**src/rtl/stream_utils_pkg.sv**
```systemverilog
// Shared stream-buffer helpers: pointer/count widths and elaboration-time
// parameter sanity checks used by the skid_fifo family.
package stream_utils_pkg;

  function automatic int ptr_width(input int depth);
    return (depth > 1) ? $clog2(depth) : 1;
  endfunction

  function automatic int count_width(input int depth);
    return $clog2(depth + 1);
  endfunction

  function automatic bit depth_ok(input int depth);
    return (depth >= 2) && ((depth & (depth - 1)) == 0);
  endfunction

  function automatic bit thresh_ok(input int thresh, input int depth);
    return (thresh >= 1) && (thresh <= depth);
  endfunction

endpackage

```
**src/rtl/skid_fifo_ptr.sv**
```systemverilog
// Pointer/occupancy tracker for skid_fifo: wrapping read/write pointers,
// beat count and registered full/empty flags; flush and reset zero everything.
module skid_fifo_ptr
  import stream_utils_pkg::*;
#(
  parameter int DEPTH = 4
) (
  input  logic                          clk,
  input  logic                          reset,
  input  logic                          push_i,
  input  logic                          pop_i,
  input  logic                          flush_i,
  output logic [ptr_width(DEPTH)-1:0]   wr_ptr_o,
  output logic [ptr_width(DEPTH)-1:0]   rd_ptr_o,
  output logic [count_width(DEPTH)-1:0] count_o,
  output logic                          full_o,
  output logic                          empty_o
);

  localparam int PW = ptr_width(DEPTH);
  localparam int CW = count_width(DEPTH);

  logic [PW-1:0] wr_ptr_q, wr_ptr_d;
  logic [PW-1:0] rd_ptr_q, rd_ptr_d;
  logic [CW-1:0] count_q, count_d;
  logic          full_q, empty_q;

  always_comb begin
    wr_ptr_d = wr_ptr_q;
    rd_ptr_d = rd_ptr_q;
    count_d  = count_q;
    if (flush_i) begin
      wr_ptr_d = '0;
      rd_ptr_d = '0;
      count_d  = '0;
    end else begin
      if (push_i) wr_ptr_d = wr_ptr_q + PW'(1);
      if (pop_i)  rd_ptr_d = rd_ptr_q + PW'(1);
      case ({push_i, pop_i})
        2'b10:   count_d = count_q + CW'(1);
        2'b01:   count_d = count_q - CW'(1);
        default: count_d = count_q;
      endcase
    end
  end

  // Flags are registered from next-state count so the handshake outputs
  // never see a comparator on their path.
  always_ff @(posedge clk) begin
    if (reset) begin
      wr_ptr_q <= '0;
      rd_ptr_q <= '0;
      count_q  <= '0;
      full_q   <= 1'b0;
      empty_q  <= 1'b1;
    end else begin
      wr_ptr_q <= wr_ptr_d;
      rd_ptr_q <= rd_ptr_d;
      count_q  <= count_d;
      full_q   <= (count_d == CW'(DEPTH));
      empty_q  <= (count_d == '0);
    end
  end

  assign wr_ptr_o = wr_ptr_q;
  assign rd_ptr_o = rd_ptr_q;
  assign count_o  = count_q;
  assign full_o   = full_q;
  assign empty_o  = empty_q;

endmodule

```
**src/rtl/skid_fifo.sv**
```systemverilog
// DEPTH-entry registered ready/valid stream buffer with synchronous flush.
// Optional level/almost_full ports are enabled with macro SKID_FIFO_LEVEL_EN.
module skid_fifo
  import stream_utils_pkg::*;
#(
  parameter int DATA_WIDTH         = 8,
  parameter int DEPTH              = 4,
  parameter int ALMOST_FULL_THRESH = DEPTH - 1
) (
  input  logic                          clk,
  input  logic                          reset,
  input  logic                          flush,
  input  logic [DATA_WIDTH-1:0]         in_data,
  input  logic                          in_valid,
  output logic                          in_ready,
  output logic [DATA_WIDTH-1:0]         out_data,
  output logic                          out_valid,
  input  logic                          out_ready
`ifdef SKID_FIFO_LEVEL_EN
  ,
  output logic [count_width(DEPTH)-1:0] level,
  output logic                          almost_full
`endif
);

  localparam int PW = ptr_width(DEPTH);
  localparam int CW = count_width(DEPTH);

  if (!depth_ok(DEPTH)) begin : g_bad_depth
    $error("skid_fifo: DEPTH must be a power of two and at least 2");
  end
  if (!thresh_ok(ALMOST_FULL_THRESH, DEPTH)) begin : g_bad_thresh
    $error("skid_fifo: ALMOST_FULL_THRESH must lie in 1..DEPTH");
  end

  logic [DATA_WIDTH-1:0] mem_q [DEPTH];
  logic [PW-1:0]         wr_ptr, rd_ptr;
  logic [CW-1:0]         count;
  logic                  full, empty;
  logic                  push, pop;

  assign push = in_valid && in_ready;
  assign pop  = out_valid && out_ready;

  skid_fifo_ptr #(
    .DEPTH (DEPTH)
  ) u_ptr (
    .clk      (clk),
    .reset    (reset),
    .push_i   (push),
    .pop_i    (pop),
    .flush_i  (flush),
    .wr_ptr_o (wr_ptr),
    .rd_ptr_o (rd_ptr),
    .count_o  (count),
    .full_o   (full),
    .empty_o  (empty)
  );

  // A flush-cycle beat is dropped without touching storage.
  always_ff @(posedge clk) begin
    if (reset) begin
      for (int i = 0; i < DEPTH; i++) mem_q[i] <= '0;
    end else if (push && !flush) begin
      mem_q[wr_ptr] <= in_data;
    end
  end

  assign in_ready  = !reset && !full;
  assign out_valid = !empty;
  assign out_data  = mem_q[rd_ptr];

`ifdef SKID_FIFO_LEVEL_EN
  assign level       = count;
  assign almost_full = (count >= CW'(ALMOST_FULL_THRESH));
`else
  logic unused_count;
  assign unused_count = ^count;
`endif

endmodule

```
**config.mk**
```make
export PLATFORM = sky130hd
export DESIGN_NAME = skid_fifo
export DESIGN_NICKNAME = d
export VERILOG_FILES = /design/src/rtl/stream_utils_pkg.sv /design/src/rtl/skid_fifo_ptr.sv /design/src/rtl/skid_fifo.sv
export SDC_FILE = /design/constraint.sdc
export NUM_CORES = 1
export LEC_CHECK = 0
export ABC_AREA = 1
export BUFFER_PORTS_ARGS = -buffer_cell sky130_fd_sc_hd__buf_2
export CORE_MARGIN = 1
export CORE_UTILIZATION = 50
export DETAILED_ROUTE_END_ITERATION = 16
export HOLD_SLACK_MARGIN = 0.05
export MAX_ROUTING_LAYER = met4
export PLACE_DENSITY = 0.7
export SYNTH_ARGS = -nofsm -noshare
export SYNTH_HDL_FRONTEND = slang
export SYNTH_HIERARCHICAL = 1
export SYNTH_SLANG_ARGS = --single-unit
```
**constraint.sdc**
```tcl
create_clock -name clk -period 1.9 [get_ports clk]
set_input_delay 0.475 -clock clk [delete_from_list [all_inputs] [get_ports clk]]
set_output_delay 0.475 -clock clk [all_outputs]
set_load 0.05 [all_outputs]
```
# Word level (Yosys, flattened, before mapping)
# Memory sizes are Yosys's and may differ from the RTL's. A register that Yosys moved wholly into a read port is not among the register bits.
# Cells that the tools add are included.
# Widths: inputs -> output; s select.
# word_totals
wordCells	36
in_bits	13
latchBits	0
output_inout_bits	10
regBits	9
ram_bits	32
memories	1
mem_bits_ro	0
# classes
mux	12
shifts	0
add_sub_neg	4
reduce_logical	11
order_cmp	0
div_mod_pow	0
multipliers	0
n_eq_ne	3
bitwise	0
# mem_list
memory	words	word_bits	rd	rd_clocked_by_memory_dff	write_ports	line	source
mem_q	4	8	1	1	4	skid_fifo.sv:36	logic [DATA_WIDTH-1:0] mem_q [DEPTH];
# op_table
operator	count
$mux 8	1
$reduce_or 8->1	1
$mux 1	6
$mux 2	3
$pmux 3 s2	1
$add 2x1->2 const B	2
$logic_and 1x1->1	4
$logic_not 1->1	4
$add 3x1->3 const B	1
$eq 3x3->1 const B	1
$logic_not 3->1	1
$mux 3	1
$sub 3x1->3 const B	1
$eq 2x1->1 const B	1
$eq 2x2->1 const B	1
$reduce_or 2->1	1

# Depth between registers and ports, before layout
# logic_depth
depth_word	9
ltp_mapped	11
ltp_nobuf	11

# Modules after synthesis
# Netlist, hierarchy kept.
# modules_own_cells
module	n_inst	seq_area_each_um2	cells_per_inst	area_each_um2
skid_fifo	1	960.9	137	1562.7
skid_fifo_ptr	1	180.2	54	419.2

# Worst setup path before layout
# OpenSTA, ideal clock, no wires.
# synth_path
path_kind	input-to-reg
startpoint	input reset
endpoint	register u_ptr.empty_q (netlist: u_ptr/empty_o)
setup_time_ps	109
path_buffers	0
required_time_ps	1791
cell_stages	11
arrival_ps	1895
path_slack_ps	-104
path_cell_list	nor3b_1 inv_1 ha_1 fa_1 inv_1 nand2_2 nand3_2 nand2_2 nand2_1 nand2_1 inv_1
# synth_between
elab_chain_len	7
word_cells_on_any_way	8
classes_between	eq/ne (2); mux (2); reduce/logical (4)
# synth_lines
element	line	source
start: declaration	skid_fifo.sv:11	input logic reset,
$logic_not 1->1	skid_fifo.sv:69	assign in_ready = !reset && !full;
$logic_and 1x1->1	skid_fifo.sv:69	
$logic_and 1x1->1	skid_fifo.sv:42	assign push = in_valid && in_ready;
$eq 2x1->1 / $eq 2x2->1 (equally long branches)	skid_fifo_ptr.sv:39	case ({push_i, pop_i})
$pmux 3 s2	skid_fifo_ptr.sv:39	
$mux 3	skid_fifo_ptr.sv:32	if (flush_i) begin
$logic_not 3->1	skid_fifo_ptr.sv:61	empty_q <= (count_d == '0);
end signal: assignment	skid_fifo_ptr.sv:61	
end: declaration	skid_fifo_ptr.sv:26	logic full_q, empty_q;
# Parallel ways exist; a longest one is shown, timed or not.
# A chain may end at the register's enable or synchronous reset.

==> results.md <==
CTS:
- The root buffer cell is sky130_fd_sc_hd__clkbuf_8.
- The CTS H-tree depth is 2.
- For this design, the sink count on the clock tree is 41.
- No sink is reached through more buffers than the 2 on the longest clock path.
- The post-CTS clock slew at the launch and capture registers of the worst setup and hold paths is approximately 70 ps.
- The clock reaches the later pin of the worst-skew pair after approximately 300 ps.
- The TritonCTS clock tree is yes.
- The number of buffers created by CTS is 5.
- The number of buffers inserted by hold repair at cts is 0.

Critical path:
- The required time at the endpoint of the critical path is between 1000 and 1500 ps.
- The category of the worst setup path launch point is a flip-flop.
- The type of the worst setup path is reg -> out.
- The data arrival time of the critical path is ~1400 ps.
- In this run the critical register-to-register path is launched from u_ptr/full_o.
- The worst setup slack for register-to-register paths is around 90 ps.
- The origin of the worst setup path is u_ptr/rd_ptr_o[0].
- Of all nets on the critical path, the largest fanout is 6.
- The endpoint kind of the worst setup timing path is an output pin.

Floorplanning:
- In this run the vertical extent of the chip is 65.0 um.
- The boundary pin count is 23.
- The floorplan step defined a die boundary enclosing approximately 0.0042 mm^2.
- The starting density of the core is 52.9%.
- The area of the core region is approximately 0.0037 mm^2.
- The die outline width is approximately 65 um.
- Row generation in the floorplan step produced 22 rows.

Timing:
- The highest clock rate is about 0.54 GHz.
- The number of max-slew violations in the final report is 0.
- On the final layout, the worst hold slack is 475 ps.
- The total count of hold-check failures in the final report is 0.
- The final number of setup-violating endpoints is 0.
- The worst path in the final design needs a cycle of about 1900 ps, including I/O delays and setup.
- The relative slew slack is about four fifths.
- Setup repair after global routing could not meet its margin everywhere.
- Setup total negative slack on the finished layout was measured at 0 ps.
- The slew at the pin with the worst max-slew slack is 270 ps.
- The final worst clock skew is between 10 and 15 ps.
- The post-route clock period utilization is ~98%.

Synth:
- Summing the sequential cell areas from Yosys gives 57.6% of the chip area.
- The total standard cell area after synthesis is 0.00198 mm^2.
- Dividing the synthesized area by the synthesized cell count gives ~10 um^2.
- The flip-flop cell with the highest count after synthesis is sky130_fd_sc_hd__edfxtp_1.
- The number of enable flip-flop cells after synthesis is 32.
- Yosys printed 6 warnings.
- The number of synthesized register bits is between 40 and 50.
- The synthesized netlist contains 27 unique library cells.
- Counting every net in the synthesized netlist gives 206.
- The area fraction of the dominant cell type after synthesis is 48.5%.
- The synthesized instance count is approximately 190.
- Yosys attributes the largest share of cell area to sky130_fd_sc_hd__edfxtp_1 (48%), sky130_fd_sc_hd__dfxtp_1 (9.1%), sky130_fd_sc_hd__o21ai_0 (5.8%), sky130_fd_sc_hd__nor2_1 (5.5%), sky130_fd_sc_hd__inv_1 (5.1%).
- The post-synthesis async set-or-reset flop share is 0%.
- The largest area contributor in the netlist is sky130_fd_sc_hd__edfxtp_1.

Route:
- The total wirelength of the detailed-routed design is 4.48 mm.
- The DRC violation total after the first TritonRoute iteration is 104.
- After detailed routing, the average wire length per cell comes to about 16 um.
- The total DRC errors in the routed layout is 0.
- The mean number of vias per cell is about 5.4.
- The first-pass detailed-route iteration total is 4.
- The antenna violation net count after detailed routing is 0.
- Across all layers, the routed design uses about 1600 vias.

Power and ir drop:
- The total chip power is 2.03 mW.
- Summed over all cells, the static leakage comes to ~1.0 nW.
- Across the VDD grid, the largest voltage drop is 0.000472 V.
- For this design the ratio of total power to cell area is between 700 and 800 mW/mm^2.

Placement:
- Once placement finished, the instance area stood at about 0.0023 mm^2.
- The routability congestion estimate is roughly 0.8.
- The port buffer count is 22.
- The wire-length estimate of the detail-placed layout is ~3.2 mm.

Job:
- The count of maximum capacitance violations is 0.

Global route:
- Entering global routing, the biggest net connects 17 pins.
- For this run, the total global-route usage over all layers was measured as 24.7%.
- The number of antenna violations at the first check in global routing is 0.
- The via count of the first global-routing pass came to 1535.
- For this run the aggregate overflow at the end of global routing stands at 0.
- The first global-routing pass estimated around 7.3 mm of wire.

Final layout:
- The flip-flop and latch area is 0.00115 mm^2.
- Measured on the finished design, the core utilization comes to between 60 and 70%.
- Counting the fill cells in the layout gives approximately 300.
- The number of nets in the final layout is ~250.
- The layout overhead on the synthesized area is 29.9%.
- The multi-input combinational cell area is 791 um^2.
- The number of antenna diodes in the final layout is 0.
- The cell area after layout is approximately 0.0026 mm^2.
- Of the cells placed in the final design, the portion with a size suffix greater than 1 is roughly 43%.

Hold path:
- The worst hold path belongs to the class reg -> reg.
- In this run the most critical hold path is launched from u_ptr/wr_ptr_o[1].

Status:
- The flow ran to the end, and the final reports show no timing, DRC or antenna violations.
[cell usage after synthesis (2+ instances only)]
master                     number
sky130_fd_sc_hd__inv_2          2
sky130_fd_sc_hd__nand2_1       12
sky130_fd_sc_hd__nand2_2        2
sky130_fd_sc_hd__dfxtp_1        9
sky130_fd_sc_hd__nand4_4        2
sky130_fd_sc_hd__nand3_2        4
sky130_fd_sc_hd__nor3_2         9
sky130_fd_sc_hd__nor2_1        29
sky130_fd_sc_hd__inv_1         27
sky130_fd_sc_hd__nor3_1        14
sky130_fd_sc_hd__o22ai_1        8
sky130_fd_sc_hd__edfxtp_1      32
sky130_fd_sc_hd__a21oi_1        4
sky130_fd_sc_hd__o21ai_0       23
sky130_fd_sc_hd__buf_2          2
[layout by cell type (no fill, tap or decap), types with 2 or more instances in the layout]
| cell type | Yosys | routed |
|---|---|---|
| sky130_fd_sc_hd__edfxtp_1 | 32 | 32 |
| sky130_fd_sc_hd__inv_1 | 27 | 25 |
| sky130_fd_sc_hd__nor2_1 | 29 | 23 |
| sky130_fd_sc_hd__buf_4 | 1 | 22 |
| sky130_fd_sc_hd__nor3_1 | 14 | 14 |
| sky130_fd_sc_hd__buf_2 | 2 | 14 |
| sky130_fd_sc_hd__nand2_1 | 12 | 12 |
| sky130_fd_sc_hd__o21ai_0 | 23 | 11 |
| sky130_fd_sc_hd__nor3_2 | 9 | 9 |
| sky130_fd_sc_hd__buf_6 | 1 | 9 |
| sky130_fd_sc_hd__o22ai_2 | 0 | 8 |
| sky130_fd_sc_hd__nor2_2 | 0 | 6 |
| sky130_fd_sc_hd__o21ai_1 | 0 | 6 |
| sky130_fd_sc_hd__o21ai_2 | 0 | 6 |
| sky130_fd_sc_hd__dfxtp_1 | 9 | 6 |
| sky130_fd_sc_hd__clkbuf_8 | 0 | 5 |
| sky130_fd_sc_hd__nand3_2 | 4 | 4 |
| sky130_fd_sc_hd__a21oi_1 | 4 | 4 |
| sky130_fd_sc_hd__clkinvlp_4 | 0 | 3 |
| sky130_fd_sc_hd__clkinv_1 | 1 | 2 |
| sky130_fd_sc_hd__nand4_4 | 2 | 2 |
| sky130_fd_sc_hd__inv_2 | 2 | 2 |
| sky130_fd_sc_hd__nand2_2 | 2 | 2 |
| sky130_fd_sc_hd__dfxtp_4 | 0 | 2 |
[per-stage QoR]
stage | worst slack, ps | cells
5_1_grt | -17.0 | 288
2_1_floorplan | -46.8 | 191
3_5_place_dp | -161 | 276
3_3_place_gp | -73.9 | 276
4_1_cts | 2.39 | 287
6_report | 41.1 | 288
[cell families (layout without fill, tap and decap cells)]
family | count (synthesis) | after routing | share of synthesized area (%)
AOI/OAI and AO/OA | 35 | 35 | 9.34
DFF | 41 | 41 | 57.6
buffers and inverters | 35 | 84 | 7.45
adders and majority gates | 2 | 2 | 1.64
and+or+nand+nor | 78 | 78 | 24.0
[worst max-delay path, cell delays in order, from the launching register on]
cell and delay, ps:
sky130_fd_sc_hd__dfxtp_4 380, sky130_fd_sc_hd__clkinvlp_4 130, sky130_fd_sc_hd__buf_4 190, sky130_fd_sc_hd__o21ai_1 150, sky130_fd_sc_hd__o22ai_2 80, sky130_fd_sc_hd__buf_6 160
[registers in the layout, summed over array words and instances, names as in the netlist]
signal / count
u_ptr/empty_o: 1
u_ptr/full_o: 1
u_ptr/wr_ptr_o: 2
u_ptr/rd_ptr_o: 2
mem_q: 32
u_ptr/count_o: 3
[final cells by class]
type | count | share of cell area, %
Clock buffer | 5 | 2.67
Clock inverter | 3 | 1.60
Inverter | 31 | 4.91
Multi-Input combinational cell | 115 | 30.7
Sequential cell | 41 | 44.7
Tap cell | 48 | 2.33
Timing Repair Buffer | 45 | 13.1
[final timing paths]
| kind | endpoint | depth (start not counted) |
|---|---|---|
| worst max-delay path | out_data[2] | 5 |
| worst min-delay path | u_ptr/wr_ptr_o[1] | 2 |
| worst max register to register | u_ptr/empty_o | 11 |
| worst min register to register | u_ptr/wr_ptr_o[1] | 2 |
[layer usage]
metal  global-route usage [%]  vias to the layer above  part of all wire [%]
met4                     8.33                        0                   1.3
met3                     6.16                        7                   4.8
met1                     29.4                      742                    41
met5                        -                        -                     0
li1                         -                      753                     -
met2                     40.8                       50                    53
[what timing repair did]
| item | in CTS | in global routing |
|---|---|---|
| pin swaps | 0 | 1 |
| endpoints found under the setup margin | 8 | 10 |
| buffers inserted | 3 | 1 |
| gates resized for setup | 20 | 29 |
[power breakdown]
group / switching (mW) / internal (mW) / total (mW)
Clock: 0.303 / 0.387 / 0.690
Sequential: 0.0181 / 1.01 / 1.03
Combinational: 0.202 / 0.110 / 0.312
Total: 0.523 / 1.50 / 2.03
Note: power is estimated with default switching activity, not from simulation.
